==> src/rtl/pipelined_adder.sv <==
// pipelined_adder: segmented-carry pipelined add/sub with valid/ready handshake.
// Define ADDER_OVERFLOW_EN to add the signed overflow output.
module pipelined_adder #(
  parameter int WIDTH = 16,
  parameter int SEG = 4
) (
  input  logic             clk,
  input  logic             rst,
  input  logic [WIDTH-1:0] a,
  input  logic [WIDTH-1:0] b,
  input  logic             sub,
  input  logic             in_valid,
  output logic             in_ready,
  output logic [WIDTH-1:0] sum,
  output logic             carry,
  output logic             out_valid,
  input  logic             out_ready
`ifdef ADDER_OVERFLOW_EN
  ,
  output logic             overflow
`endif
);
  localparam int NSTG = WIDTH / SEG;
  logic w_stall;
  assign w_stall = out_valid & ~out_ready;
  assign in_ready = ~w_stall;
  if (WIDTH % SEG != 0) begin : g_bad_param
    $error("pipelined_adder: WIDTH must be a multiple of SEG");
  end
  for (genvar s = 0; s < NSTG; s++) begin : stg
    localparam int RW = WIDTH - s * SEG;
    logic [RW-1:0] w_a;
    logic [RW-1:0] w_b;
    logic w_ci;
    logic w_vi;
    logic [SEG:0] w_add;
    logic [(s+1)*SEG-1:0] w_s;
    logic [(s+1)*SEG-1:0] r_s;
    logic r_c;
    logic r_v;
    assign w_add = {1'b0, w_a[SEG-1:0]} + {1'b0, w_b[SEG-1:0]} + {{SEG{1'b0}}, w_ci};
    if (s == 0) begin : g_in
      assign w_a = a;
      assign w_b = b ^ {WIDTH{sub}};
      assign w_ci = sub;
      assign w_vi = in_valid;
      assign w_s = w_add[SEG-1:0];
    end else begin : g_in
      // operands arrive already skewed; lower result segments ride along for deskew
      assign w_a = stg[s-1].g_skw.r_a;
      assign w_b = stg[s-1].g_skw.r_b;
      assign w_ci = stg[s-1].r_c;
      assign w_vi = stg[s-1].r_v;
      assign w_s = {w_add[SEG-1:0], stg[s-1].r_s};
    end
    always_ff @(posedge clk) begin
      if (rst) begin
        r_v <= 1'b0;
        r_c <= 1'b0;
        r_s <= '0;
      end else if (!w_stall) begin
        r_v <= w_vi;
        if (w_vi) begin
          r_c <= w_add[SEG];
          r_s <= w_s;
        end
      end
    end
    if (s < NSTG - 1) begin : g_skw
      logic [RW-SEG-1:0] r_a;
      logic [RW-SEG-1:0] r_b;
      always_ff @(posedge clk) begin
        if (rst) begin
          r_a <= '0;
          r_b <= '0;
        end else if (!w_stall && w_vi) begin
          r_a <= w_a[RW-1:SEG];
          r_b <= w_b[RW-1:SEG];
        end
      end
    end
`ifdef ADDER_OVERFLOW_EN
    if (s == NSTG - 1) begin : g_ovf
      logic r_o;
      // carry into the MSB is recovered from the MSB sum bit and its operand bits
      always_ff @(posedge clk) begin
        if (rst) r_o <= 1'b0;
        else if (!w_stall && w_vi) r_o <= w_a[SEG-1] ^ w_b[SEG-1] ^ w_add[SEG-1] ^ w_add[SEG];
      end
    end
`endif
  end
  assign sum = stg[NSTG-1].r_s;
  assign carry = stg[NSTG-1].r_c;
  assign out_valid = stg[NSTG-1].r_v;
`ifdef ADDER_OVERFLOW_EN
  assign overflow = stg[NSTG-1].g_ovf.r_o;
`endif
endmodule

==> config.mk <==
export PLATFORM = sky130hd
export DESIGN_NAME = pipelined_adder
export DESIGN_NICKNAME = d
export VERILOG_FILES = /design/src/rtl/pipelined_adder.sv
export SDC_FILE = /design/constraint.sdc
export NUM_CORES = 1
export LEC_CHECK = 0
export ABC_CLOCK_PERIOD_IN_PS = 4700
export CORE_ASPECT_RATIO = 2
export CORE_UTILIZATION = 61
export CTS_BUF_LIST = sky130_fd_sc_hd__clkbuf_4 sky130_fd_sc_hd__clkbuf_8
export CTS_CLUSTER_DIAMETER = 60
export CTS_CLUSTER_SIZE = 30
export DETAILED_ROUTE_END_ITERATION = 12
export GPL_TIMING_DRIVEN = 0
export PLACE_DENSITY = 0.87
export SYNTH_ARGS = -nofsm -noshare
export SYNTH_HDL_FRONTEND = slang
export SYNTH_SLANG_ARGS = --single-unit
==> constraint.sdc <==
create_clock -name clk -period 4.7 [get_ports clk]
set_clock_uncertainty 0.2 [all_clocks]
set_input_delay 0.705 -clock clk [delete_from_list [all_inputs] [get_ports clk]]
set_output_delay 0.705 -clock clk [all_outputs]
set_load 0.02 [all_outputs]
# Word-level counts from Yosys, hierarchy flattened
# Cells that the tools add are included.
[classes]
n_lt_le_gt_ge = 0
addsub = 8
n_reduce_logical = 8
eq_ne = 0
n_mux = 0
div = 0
n_mul = 0
n_bitwise = 4
shift = 0
[op_table]
columns = ["operator", "count"]
rows = [
  ["$add 4x4->5", 4],
  ["$add 5x1->5", 4],
  ["$xor 16x16->16", 1],
  ["$reduce_and 2->1", 4],
  ["$logic_and 1x1->1", 3],
  ["$not 1->1", 2],
  ["$and 1x1->1", 1],
  ["$logic_not 1->1", 1],
]
[word_totals]
n_memories = 0
in_bits = 37
romBits = 0
elab_cells = 38
regBits = 96
ramBits = 0
latch_bits = 0
out_inout_bits = 19

# Logic depth before layout (Yosys ltp)
# Gate-level depths: netlist (run 1).
[depth]
depth_word = 4
depth_mapped = 8
depth_no_buf = 6

# Worst setup path before layout (run 1)
# Ideal clock, no wire load.
[synth_path]
path_type = "input -> register"
start = "input sub"
end = "register stg[0].r_s[3]"
stages = 8
t_required_ns = 4.380
t_arrival_ns = 2.143
path_buffers = 2
setup_slack_ns = 2.237
setup_time_ns = 0.120
cell_sequence = "buf_6 -> buf_2 -> xor2_1 -> ha_1 -> a21o_1 -> a31oi_4 -> nor4_1 -> a211o_1"
[synth_between]
elab_chain_cells = 3
[synth_rtl]
columns = ["element", "line", "source"]
rows = [
  ["from (decl)", "11", "input logic sub,"],
  ["$xor 16x16->16", "44", "assign w_b = b ^ {WIDTH{sub}};"],
  ["$add 4x4->5", "41", "assign w_add = {1'b0, w_a[SEG-1:0]} + {1'b0, w_b[SEG-1:0]} + {{SEG{1'b0}}, w_ci};"],
  ["$add 5x1->5 (*)", "41", ""],
  ["to (signal assigned)", "65", "r_s <= w_s;"],
  ["to (decl)", "38", "logic [(s+1)*SEG-1:0] r_s;"],
]
# Mark *: on every way between the ends. The rest lies on a longest branch, timed or not.
# A chain may end at the register's enable or synchronous reset.

# Final worst setup path (run 1)
[layout_path]
start = "input out_ready"
end = "output in_ready"
[layout_between]
elab_chain_cells = 3
[layout_rtl]
columns = ["element", "line", "source"]
rows = [
  ["from (decl)", "17", "input logic out_ready"],
  ["$not 1->1", "25", "assign w_stall = out_valid & ~out_ready;"],
  ["$and 1x1->1", "25", ""],
  ["$not 1->1 (no source line)", "--", ""],
  ["to (decl)", "13", "output logic in_ready,"],
]
# No other way between the ends.

==> key figures, run 1 <==
Routing
  • Detail-routed via count per cell: approximately 5.4
  • Number of DRC markers in iteration 0: between 100 and 150
  • Sum of routed wire length over all layers: between 9000 and 10000 µm
  • DRC violations left: 0
  • Routed vias: roughly 3400
  • Avg WL per Cell: about 14 µm
  • Detailed-router iteration count before antenna repair: 4
  • Number of nets with antenna violations after detailed routing: 0

Clock tree
  • Number of cells upsized or downsized after cts: 0
  • TritonCTS clock tree: built
  • Insertion delay to the later sink of the worst-skew pair: between 0.3 and 0.4 ns
  • Maximum clock path buffer count: 2
  • Quantity of hold-fixing buffers added after cts: 0
  • Clock sinks: between 90 and 100
  • # Post-CTS Setup Buffers: 0
  • Depth of the CTS H-tree: 3
  • Number of CTS-inserted buffers: 9
  • Clock-pin slew reported for the worst setup and hold paths after clock tree synthesis: approximately 0.08 ns
  • Root Driver: clkbuf_8

Logic synthesis
  • Flip-flop and latch count after synthesis: between 90 and 100
  • Synth Area per Inst: a little under 9 µm²
  • Netlist area before placement: roughly 4100 µm²
  • Main flop type after synthesis: dfxtp_1
  • EDFF count, synth: 0
  • Async SR Flop Fraction: 0%
  • Cell type contributing the most total cell area after synthesis: dfxtp_1
  • Area share of the largest cell type after synthesis: 46.69%
  • Top area cells in the synthesized netlist: dfxtp_1 47%, nand2_1 12%, a21oi_1 8.6%
  • Share of synthesized area occupied by flip-flops and latches: between 40% and 50%
  • Net count after synthesis: between 500 and 600
  • Yosys Warn Count: 0
  • Distinct cell type count of the synthesized netlist: 36
  • Synthesized instance count: 469

Final layout
  • Antenna Cells: 0
  • Share of final-layout standard cells stronger than drive strength 1: 10.95%
  • Net count, final: between 500 and 600
  • Syn-to-layout area delta: 20.82%
  • Most frequent cells in the layout: 137 x nand2_1, 96 x dfxtp_1, 71 x a21oi_1
  • Most frequent standard cell in the layout excluding fill and tap cells: nand2_1

STA
  • Period utilisation layout: between 60 and 70%
  • Final critical delay including setup and external delays: about 2.9 ns
  • Relative slew slack: approximately 47%
  • Setup tns final: 0 ns
  • Number of hold violations in the final report: 0
  • Hold Worst Slack: 0.2545 ns
  • Actual slew at the worst max-slew pin: between 0.7 and 0.8 ns
  • Setup repair after global routing missed its margin: no
  • Timing-limited maximum frequency: between 300 and 400 MHz
  • Number of pins with negative max-slew slack in the final report: 0
  • Final setup viols: 0

Die
  • Area inside the core boundary: 6569 µm²
  • Die outline height: around 120 µm
  • FP Rows: 42
  • Area of the die: around 7000 µm²
  • Floorplan die width: about 60 µm
  • Top-level port count: between 50 and 60
  • Starting Density: between 60% and 70%

Power
  • Leak pwr: 1.834 nW
  • Peak VDD IR: 0.0002249 V
  • Power Density: approximately 320 nW/µm²

Place
  • Weighted congestion at the end of routability-driven global placement: between 0.8 and 0.9
  • HPWL Detailed: 7082 µm
  • Count of buffers from port buffering: 54

Setup path
  • Arr. time, crit path: between 2 and 2.5 ns
  • Startpoint class of the critical path: input pin
  • CP max-delay cell: clkdlybuf4s50_1
  • Crit end category: primary output
  • Cell seen most often among critical-path stages: clkdlybuf4s50_1
  • Category of the most critical setup path: in -> out
  • Worst EP required: around 3.8 ns
  • Maximum net fanout on the critical path: 9
  • Critical-path cell list: clkdlybuf4s50_1 -> nor2b_4 -> inv_4 -> clkdlybuf4s50_1
  • Endpoint of the most critical register-to-register path: stg[1].r_s[7]
  • Cell depth of the worst flop-to-flop path: 6
  • Critical R2R Launch: stg[0].r_c
  • Worst reg-to-reg setup slack: between 2 and 3 ns
  • Biggest cell delay along the critical path: 0.62 ns

GRT
  • Via count of the first global-routing pass: about 3300
  • First-pass GRT wire length: 14990 µm
  • Combined global-route utilization of all metal layers: 28.48%
  • Largest net degree at the start of global routing: 15
  • Number of antenna violations at the first check in global routing: 0
  • Total overflow reported by the global router: 0

Hold path
  • Endpoint with the worst hold slack: sum[5]
  • Hold Path Class: reg -> reg
  • Origin of the worst min-delay path: sum[5]
  • Depth of the worst hold-timing path: 2

Run status
  • Status: completed

Flow run
  • Number of max-cap violations: 0
==> critical path: cells and delay by family <==
| kind | cells | cell delay, ns |
|---|---|---|
| buf+inv | 3 | 1.23 |
| simple gates | 1 | 0.07 |
==> flip-flops by register name (all words and copies together) (netlist names) <==
| register | cells |
|---|---|
| stg.g_skw.r_b | 24 |
| stg.r_c | 3 |
| sum | 16 |
| stg.g_skw.r_a | 24 |
| carry | 1 |
| stg.r_s | 24 |
| stg.r_v | 3 |
| out_valid | 1 |
==> where the power goes <==
part           internal, mW  switching (mW)  total (mW)
logic                0.0925           0.105       0.197
registers             0.844          0.0181       0.862
clock network         0.286           0.270       0.556
total                  1.22           0.393        1.61
==> Yosys cell counts (all sizes together), types with 3 or more instances <==
cell and n:
o21ai 3, nor2 25, a21oi 71, xnor2 15, inv 10, nand2 139, and2 4, clkbuf 8
ha 12, buf 23, a21o 5, fa 7, nor2b 4, xor2 5, nor3b 4, dfxtp 96
a211oi 23
==> metrics by stage <==
stage / worst slack [ns] / instances / instance area [µm²] / total power, mW / util (%)
global route: 1.756 / 627 / 4974 / 1.677 / 75.71
floorplan: 2.237 / 469 / 4116 / 1.006 / -
detailed placement: 1.792 / 611 / 4767 / 1.077 / 72.57
finish: 1.789 / 627 / 4974 / 1.615 / 75.71
CTS: 1.788 / 627 / 4974 / 1.617 / 75.71
global placement: 1.809 / 611 / 4767 / 1.069 / 72.57
==> worst max-delay path by stage <==
stage,start,end,cells after the start
floorplan,sub,stg[0].r_s[3],8
global placement,out_ready,in_ready,4
detailed placement,b[0],stg[0].r_c,6
CTS,out_ready,in_ready,4
global route,out_ready,in_ready,4
finish,out_ready,in_ready,4
==> layout make-up <==
cell class	instances	area [µm²]
buffer	31	195.2
clock buffer	13	166.4
clock inverter	3	40.04
fill	492	1595
inverter	10	40.04
multi-input combinational	332	1959
sequential	96	1922
tap	88	110.1
timing repair buffer	54	540.5
==> routing by layer <==
layer  up-vias  global-route usage (%)  wire [µm]
li1       1675                       -          -
met1      1555                   28.30       3142
met2       114                   50.42       5249
met3        27                   6.893        371
met4         0                   16.57        314
met5         -                       0          0
==> cells by family after synthesis <==
logic type      share of synthesized area, %
mux                                   0.3646
xor+xnor                               4.255
flops                                  46.69
compound gates                         16.99
simple gates                           18.94
fa+ha+maj                              7.051
buf+inv                                5.714
(Power assumes the default switching activity.)
==> run 2, diff against run 1 <==
- ABC_CLOCK_PERIOD_IN_PS: 4700 -> 2500
- CORE_UTILIZATION: 61 -> 51
- PLACE_DENSITY: 0.87 -> 0.78
- clock period: 4.7 -> 2.5 ns (I/O delays scaled with it)
==> key figures, run 2 (synthesized netlist as in run 1, its figures left out) <==
Clock tree
  • Clock-pin slew reported for the worst setup and hold paths after clock tree synthesis: 0.08 ns (about the same)
  • Root Driver: clkbuf_8
  • Number of cells upsized or downsized after cts: 0 (unchanged)
  • TritonCTS clock tree: built
  • Depth of the CTS H-tree: 3 (unchanged)
  • Maximum clock path buffer count: 2 (unchanged)
  • Quantity of hold-fixing buffers added after cts: 0 (unchanged)
  • Clock sinks: 96 (unchanged)
  • Number of CTS-inserted buffers: 9 (unchanged)
  • Insertion delay to the later sink of the worst-skew pair: 0.37 ns (about the same)
  • # Post-CTS Setup Buffers: 0 (unchanged)

Die
  • Die outline height: 129.1 µm (+9.2%)
  • Starting Density: 52.21% (-10 points)
  • Floorplan die width: 65.53 µm (+9.1%)
  • Top-level port count: 56 (unchanged)
  • FP Rows: 46 (+9.5%)
  • Area of the die: 8456 µm² (+19%)
  • Area inside the core boundary: 7885 µm² (+20%)

Place
  • Weighted congestion at the end of routability-driven global placement: 0.8151 (-6.1%)
  • Area after detailed placement: 4777 µm² (+0.21%)
  • HPWL Detailed: 7173 µm (+1.3%)
  • Post-placement worst setup slack: -0.02366 ns (-1.815 ns)
  • Count of buffers from port buffering: 54 (unchanged)

GRT
  • Number of antenna violations at the first check in global routing: 0 (unchanged)
  • Largest net degree at the start of global routing: 14 (-1)
  • Via count of the first global-routing pass: 3352 (+0.57%)
  • Total overflow reported by the global router: 0 (unchanged)
  • Combined global-route utilization of all metal layers: 24.01% (-4.5 points)
  • First-pass GRT wire length: 15100 µm (+0.79%)

STA
  • Timing-limited maximum frequency: 445.3 MHz
  • Period utilisation layout: between 80% and 90%
  • Number of pins with negative max-slew slack in the final report: 0 (unchanged)
  • Actual slew at the worst max-slew pin: 0.7906 ns (-0.002007 ns)
  • Final critical delay including setup and external delays: about 2.2 ns
  • Number of hold violations in the final report: 0 (unchanged)
  • Final setup viols: 0 (unchanged)
  • Final worst setup slack: 0.2544 ns (-1.534 ns)
  • Relative slew slack: 47.29% (+0.13 points)
  • Setup repair after global routing missed its margin: no

Final layout
  • Total of fill cells in the finished design: 677 (+38%)
  • Final instance area: 4942 µm² (-0.63%)
  • Most frequent cells in the layout: 137 x nand2_1, 96 x dfxtp_1, 71 x a21oi_1
  • Antenna Cells: 0 (unchanged)
  • Share of final-layout standard cells stronger than drive strength 1: 10.61% (-0.33 points)
  • Utilization of the core after routing: 62.68% (-13 points)
  • Most frequent standard cell in the layout excluding fill and tap cells: nand2_1
  • Largest registers in the final layout: stg.g_skw.r_a x24, stg.g_skw.r_b x24, stg.r_s x24
  • Net count, final: 590 (unchanged)
  • Syn-to-layout area delta: 20.06%

Routing
  • Number of nets with antenna violations after detailed routing: 0 (unchanged)
  • Avg WL per Cell: 14.47 µm (about the same)
  • Sum of routed wire length over all layers: 9161 µm (+0.93%)
  • Detail-routed via count per cell: 5.273 (-1.9%)
  • Number of DRC markers in iteration 0: 124 (-13%)
  • DRC violations left: 0 (unchanged)
  • Detailed-router iteration count before antenna repair: 4 (unchanged)
  • Routed vias: 3338 (-0.98%)

Run status
  • Status: completed

Setup path
  • Crit end category: primary output
  • Worst EP required: 1.92 ns (-1.88 ns)
  • Critical R2R Launch: stg[0].r_c
  • Category of the most critical setup path: in -> out
  • Maximum net fanout on the critical path: 9 (unchanged)
  • CP max-delay cell: clkdlybuf4s50_1
  • Arr. time, crit path: 1.67 ns (-0.34 ns)
  • Endpoint of the most critical register-to-register path: stg[1].r_c
  • Biggest cell delay along the critical path: 0.61 ns (about the same)
  • Cell depth of the worst flop-to-flop path: 6 (unchanged)
  • Startpoint class of the critical path: input pin
  • Cell seen most often among critical-path stages: clkdlybuf4s50_1
  • Worst reg-to-reg setup slack: 0.45 ns (-2.11 ns)
  • Critical-path cell list: clkdlybuf4s50_1 -> nor2b_4 -> inv_4 -> clkdlybuf4s50_1

Power
  • Leak pwr: 1.813 nW (-1.1%)
  • Peak VDD IR: 0.0003135 V (+39%)
  • Power Density: 585.6 nW/µm² (+80%)

Hold path
  • Hold Path Class: in -> reg
  • Endpoint with the worst hold slack: stg[0].g_skw.r_b[11]
  • Origin of the worst min-delay path: sub
  • Depth of the worst hold-timing path: 3 (+1)

Flow run
  • Number of max-cap violations: 0 (unchanged)
[run 2: cell count changes in the layout (fill, tap and decap cells not counted), sizes merged]
cell | previous run | this run
clkinv | 2 | 1
bufinv | 1 | 0
[run 2: stage by stage]
step,hold slack (ns),std cells,TNS (ns),total power [mW]
after detailed placement,0.2426,619,-0.02366,2.028
after CTS,0.1688,633,0,2.903
final,0.1759,633,0,2.894
after floorplan,0.2270,469,0,1.891
after global routing,0.1778,633,0,3.008
after global placement,0.2398,619,-0.003436,2.011
[run 2: critical path, delay by kind of cell]
family	cells	cell delay (ns)
and+or+nand+nor	1	0.07
buffers and inverters	3	1.21
[run 2: how the worst max path moves through the flow]
stage / start / end / slack, ns
final: out_ready / in_ready / 0.25
after global routing: out_ready / in_ready / 0.21
after CTS: out_ready / in_ready / 0.25
after detailed placement: b[0] / stg[0].r_c / -0.02
after global placement: b[0] / stg[0].r_c / -0.003
after floorplan: sub / stg[0].r_s[3] / 0.37
[run 2: cell type report]
type / count / area (µm²) / share of cell area [%]
plain buffers: 31 / 195.2 / 3.949
clock buffers: 13 / 160.2 / 3.241
clock inverters: 1 / 5.005 / 0.1013
inverters: 10 / 40.04 / 0.8101
multi-input cells: 332 / 1959 / 39.65
flip-flops and latches: 96 / 1922 / 38.89
well taps: 96 / 120.1 / 2.430
repair buffers: 54 / 540.5 / 10.94
[run 2: report_power, final]
part / internal [mW] / switching [mW] / total (mW)
clock: 0.411 / 0.489 / 0.900
combinational: 0.174 / 0.198 / 0.372
sequential: 1.59 / 0.0348 / 1.62
[run 2: routing by layer]
metal,share of wire (%),track usage (%),vias to the layer above
met5,0,0,-
met4,5.9,18.67,0
met3,3.3,4.401,34
met2,55,44.03,96
met1,36,22.49,1532
li1,-,-,1676
==> run 3, diff against run 2 <==
- ABC_CLOCK_PERIOD_IN_PS: 2500 -> 2600
- CORE_UTILIZATION: 51 -> 61
- PLACE_DENSITY: 0.78 -> 0.87
- clock period: 2.5 -> 2.6 ns (I/O delays scaled with it)
==> key figures, run 3 (synthesized netlist as in run 1, its figures left out) <==
Final layout
  • Total of fill cells in the finished design: 492 (-27%)
  • Largest registers in the final layout: stg.g_skw.r_a x24, stg.g_skw.r_b x24, stg.r_s x24
  • Net count, final: 590 (unchanged)
  • Share of final-layout standard cells stronger than drive strength 1: 10.95% (+0.33 points)
  • Final instance area: 4974 µm² (+0.63%)
  • Syn-to-layout area delta: 20.82%
  • Antenna Cells: 0 (unchanged)
  • Count of non-filler cells in the finished layout: 627 (-0.95%)
  • Most frequent standard cell in the layout excluding fill and tap cells: nand2_1
  • Most frequent cells in the layout: 137 x nand2_1, 96 x dfxtp_1, 71 x a21oi_1

Routing
  • Detailed-router iteration count before antenna repair: 4 (unchanged)
  • Avg WL per Cell: 14.48 µm (about the same)
  • Number of DRC markers in iteration 0: 150 (+21%)
  • Number of nets with antenna violations after detailed routing: 0 (unchanged)
  • Routed vias: 3377 (+1.2%)
  • Detail-routed via count per cell: 5.386 (+2.1%)
  • DRC violations left: 0 (unchanged)
  • Sum of routed wire length over all layers: 9077 µm (-0.92%)

Setup path
  • Arr. time, crit path: 1.69 ns (+0.02 ns)
  • Worst reg-to-reg setup slack: 0.46 ns (about the same)
  • Endpoint of the most critical register-to-register path: stg[1].r_s[7]
  • Worst EP required: 2.01 ns (+0.09 ns)
  • Cell depth of the worst flop-to-flop path: 6 (unchanged)
  • Critical Path End: in_ready
  • Category of the most critical setup path: in -> out
  • Crit end category: primary output
  • Critical R2R Launch: stg[0].r_c
  • Worst setup path startpoint: out_ready
  • Startpoint class of the critical path: input pin
  • Maximum net fanout on the critical path: 9 (unchanged)

Power
  • Cell-internal power: 2.210 mW (+1.7%)
  • Clock network power share: 34.4% (+3.3 points)
  • Power Density: 587.2 nW/µm² (+0.28%)
  • Peak VDD IR: 0.0004065 V (+30%)
  • Portion of total power attributed to sequential cells: 53.4% (-2.6 points)
  • Combinational share of power: 12.2% (-0.7 points)
  • Switching power summed over all nets: 0.7110 mW (-1.5%)
  • Fraction of power spent switching nets: 24.34% (-0.60 points)
  • Leak pwr: 1.834 nW (+1.1%)

STA
  • Relative slew slack: 47.43% (+0.14 points)
  • Hold Worst Slack: 0.1862 ns (+0.01027 ns)
  • Number of pins with negative max-slew slack in the final report: 0 (unchanged)
  • Number of hold violations in the final report: 0 (unchanged)
  • Setup repair after global routing missed its margin: no
  • Final worst setup slack: 0.3185 ns (+0.06413 ns)
  • Period utilisation layout: between 80% and 90%
  • Timing-limited maximum frequency: around 440 MHz
  • Actual slew at the worst max-slew pin: 0.7885 ns (-0.002083 ns)
  • Setup tns final: 0 ns (unchanged)
  • Final setup viols: 0 (unchanged)
  • Final critical delay including setup and external delays: 2.281 ns

Die
  • Starting Density: 62.67% (+10 points)
  • Top-level port count: 56 (unchanged)
  • Area inside the core boundary: 6569 µm² (-17%)
  • FP Rows: 42 (-8.7%)
  • Floorplan die width: 60.09 µm (-8.3%)
  • Die outline height: 118.2 µm (-8.4%)
  • Area of the die: 7101 µm² (-16%)

Clock tree
  • # Post-CTS Setup Buffers: 0 (unchanged)
  • Clock-pin slew reported for the worst setup and hold paths after clock tree synthesis: 0.09 ns (about the same)
  • Clock sinks: 96 (unchanged)
  • Maximum clock path buffer count: 2 (unchanged)
  • Depth of the CTS H-tree: 3 (unchanged)
  • Number of CTS-inserted buffers: 9 (unchanged)
  • Number of cells upsized or downsized after cts: 0 (unchanged)
  • Quantity of hold-fixing buffers added after cts: 0 (unchanged)
  • Insertion delay to the later sink of the worst-skew pair: 0.36 ns (about the same)
  • TritonCTS clock tree: built
  • Root Driver: clkbuf_8

Flow run
  • Number of max-cap violations: 0 (unchanged)

GRT
  • First-pass GRT wire length: 14950 µm (-1.1%)
  • Combined global-route utilization of all metal layers: 28.44% (+4.4 points)
  • Number of antenna violations at the first check in global routing: 0 (unchanged)
  • Largest net degree at the start of global routing: 15 (+1)
  • Total overflow reported by the global router: 0 (unchanged)
  • Via count of the first global-routing pass: 3341 (-0.33%)

Run status
  • Status: completed

Place
  • Post-placement worst setup slack: 0.006495 ns (+0.03016 ns)
  • Weighted congestion at the end of routability-driven global placement: 0.8684 (+6.5%)
  • Placed cells: 611 (-1.3%)
  • Area after detailed placement: 4767 µm² (-0.21%)
  • HPWL Detailed: 7082 µm (-1.3%)
  • Count of buffers from port buffering: 54 (unchanged)

Hold path
  • Hold Path Class: in -> reg
## run 3: changes by cell type in the layout (fill, tap and decap cells not counted), sizes merged
cell | before | now
bufinv | 0 | 1
clkinv | 1 | 2
## run 3: worst min-delay path by stage
stage                              from             endpoint  slack, ns  cells past startpoint
floorplan                 stg[0].r_s[3]        stg[1].r_s[3]       0.23                      2
global route                        sub  stg[0].g_skw.r_b[3]       0.20                      3
finish                              sub  stg[0].g_skw.r_b[0]       0.19                      4
CTS                                 sub  stg[0].g_skw.r_b[1]       0.19                      4
detailed placement        stg[2].r_s[8]               sum[8]       0.24                      2
global placement    stg[1].g_skw.r_b[7]  stg[2].g_skw.r_b[3]       0.24                      2
## run 3: layer usage
| metal | GRT usage (%) | up-vias | wire length [µm] |
|---|---|---|---|
| met4 | 17.59 | 0 | 373 |
| met1 | 28.22 | 1556 | 3163 |
| met2 | 49.93 | 114 | 5199 |
| met5 | 0 | - | 0 |
| met3 | 6.783 | 31 | 341 |
| li1 | - | 1676 | - |
## run 3: metrics by stage
stage | util (%) | total power, mW
floorplan | - | 1.818
global placement | 72.57 | 1.932
detailed placement | 72.57 | 1.947
CTS | 75.71 | 2.923
global route | 75.71 | 3.031
finish | 75.71 | 2.921
## run 3: cell type report
class	instances	area, µm²	area share [%]
clock buffer	13	166.4	3.346
multi-input combinational	332	1959	39.40
timing repair buffer	54	540.5	10.87
tap	88	110.1	2.214
buffer	31	195.2	3.925
clock inverter	3	40.04	0.8050
sequential	96	1922	38.64
inverter	10	40.04	0.8050
## run 3: power groups by stage
stage	clock network (mW)	logic, mW	registers (mW)
after global routing	1.07	0.393	1.56
after floorplan	0	0.233	1.59
final	1.01	0.356	1.56
after CTS	1.01	0.357	1.56
after global placement	0	0.343	1.59
after detailed placement	0	0.355	1.59
## run 3: critical path, cell delays in order
cell,delay [ns]
clkdlybuf4s50_1,0.50
nor2b_4,0.07
inv_4,0.11
clkdlybuf4s50_1,0.62
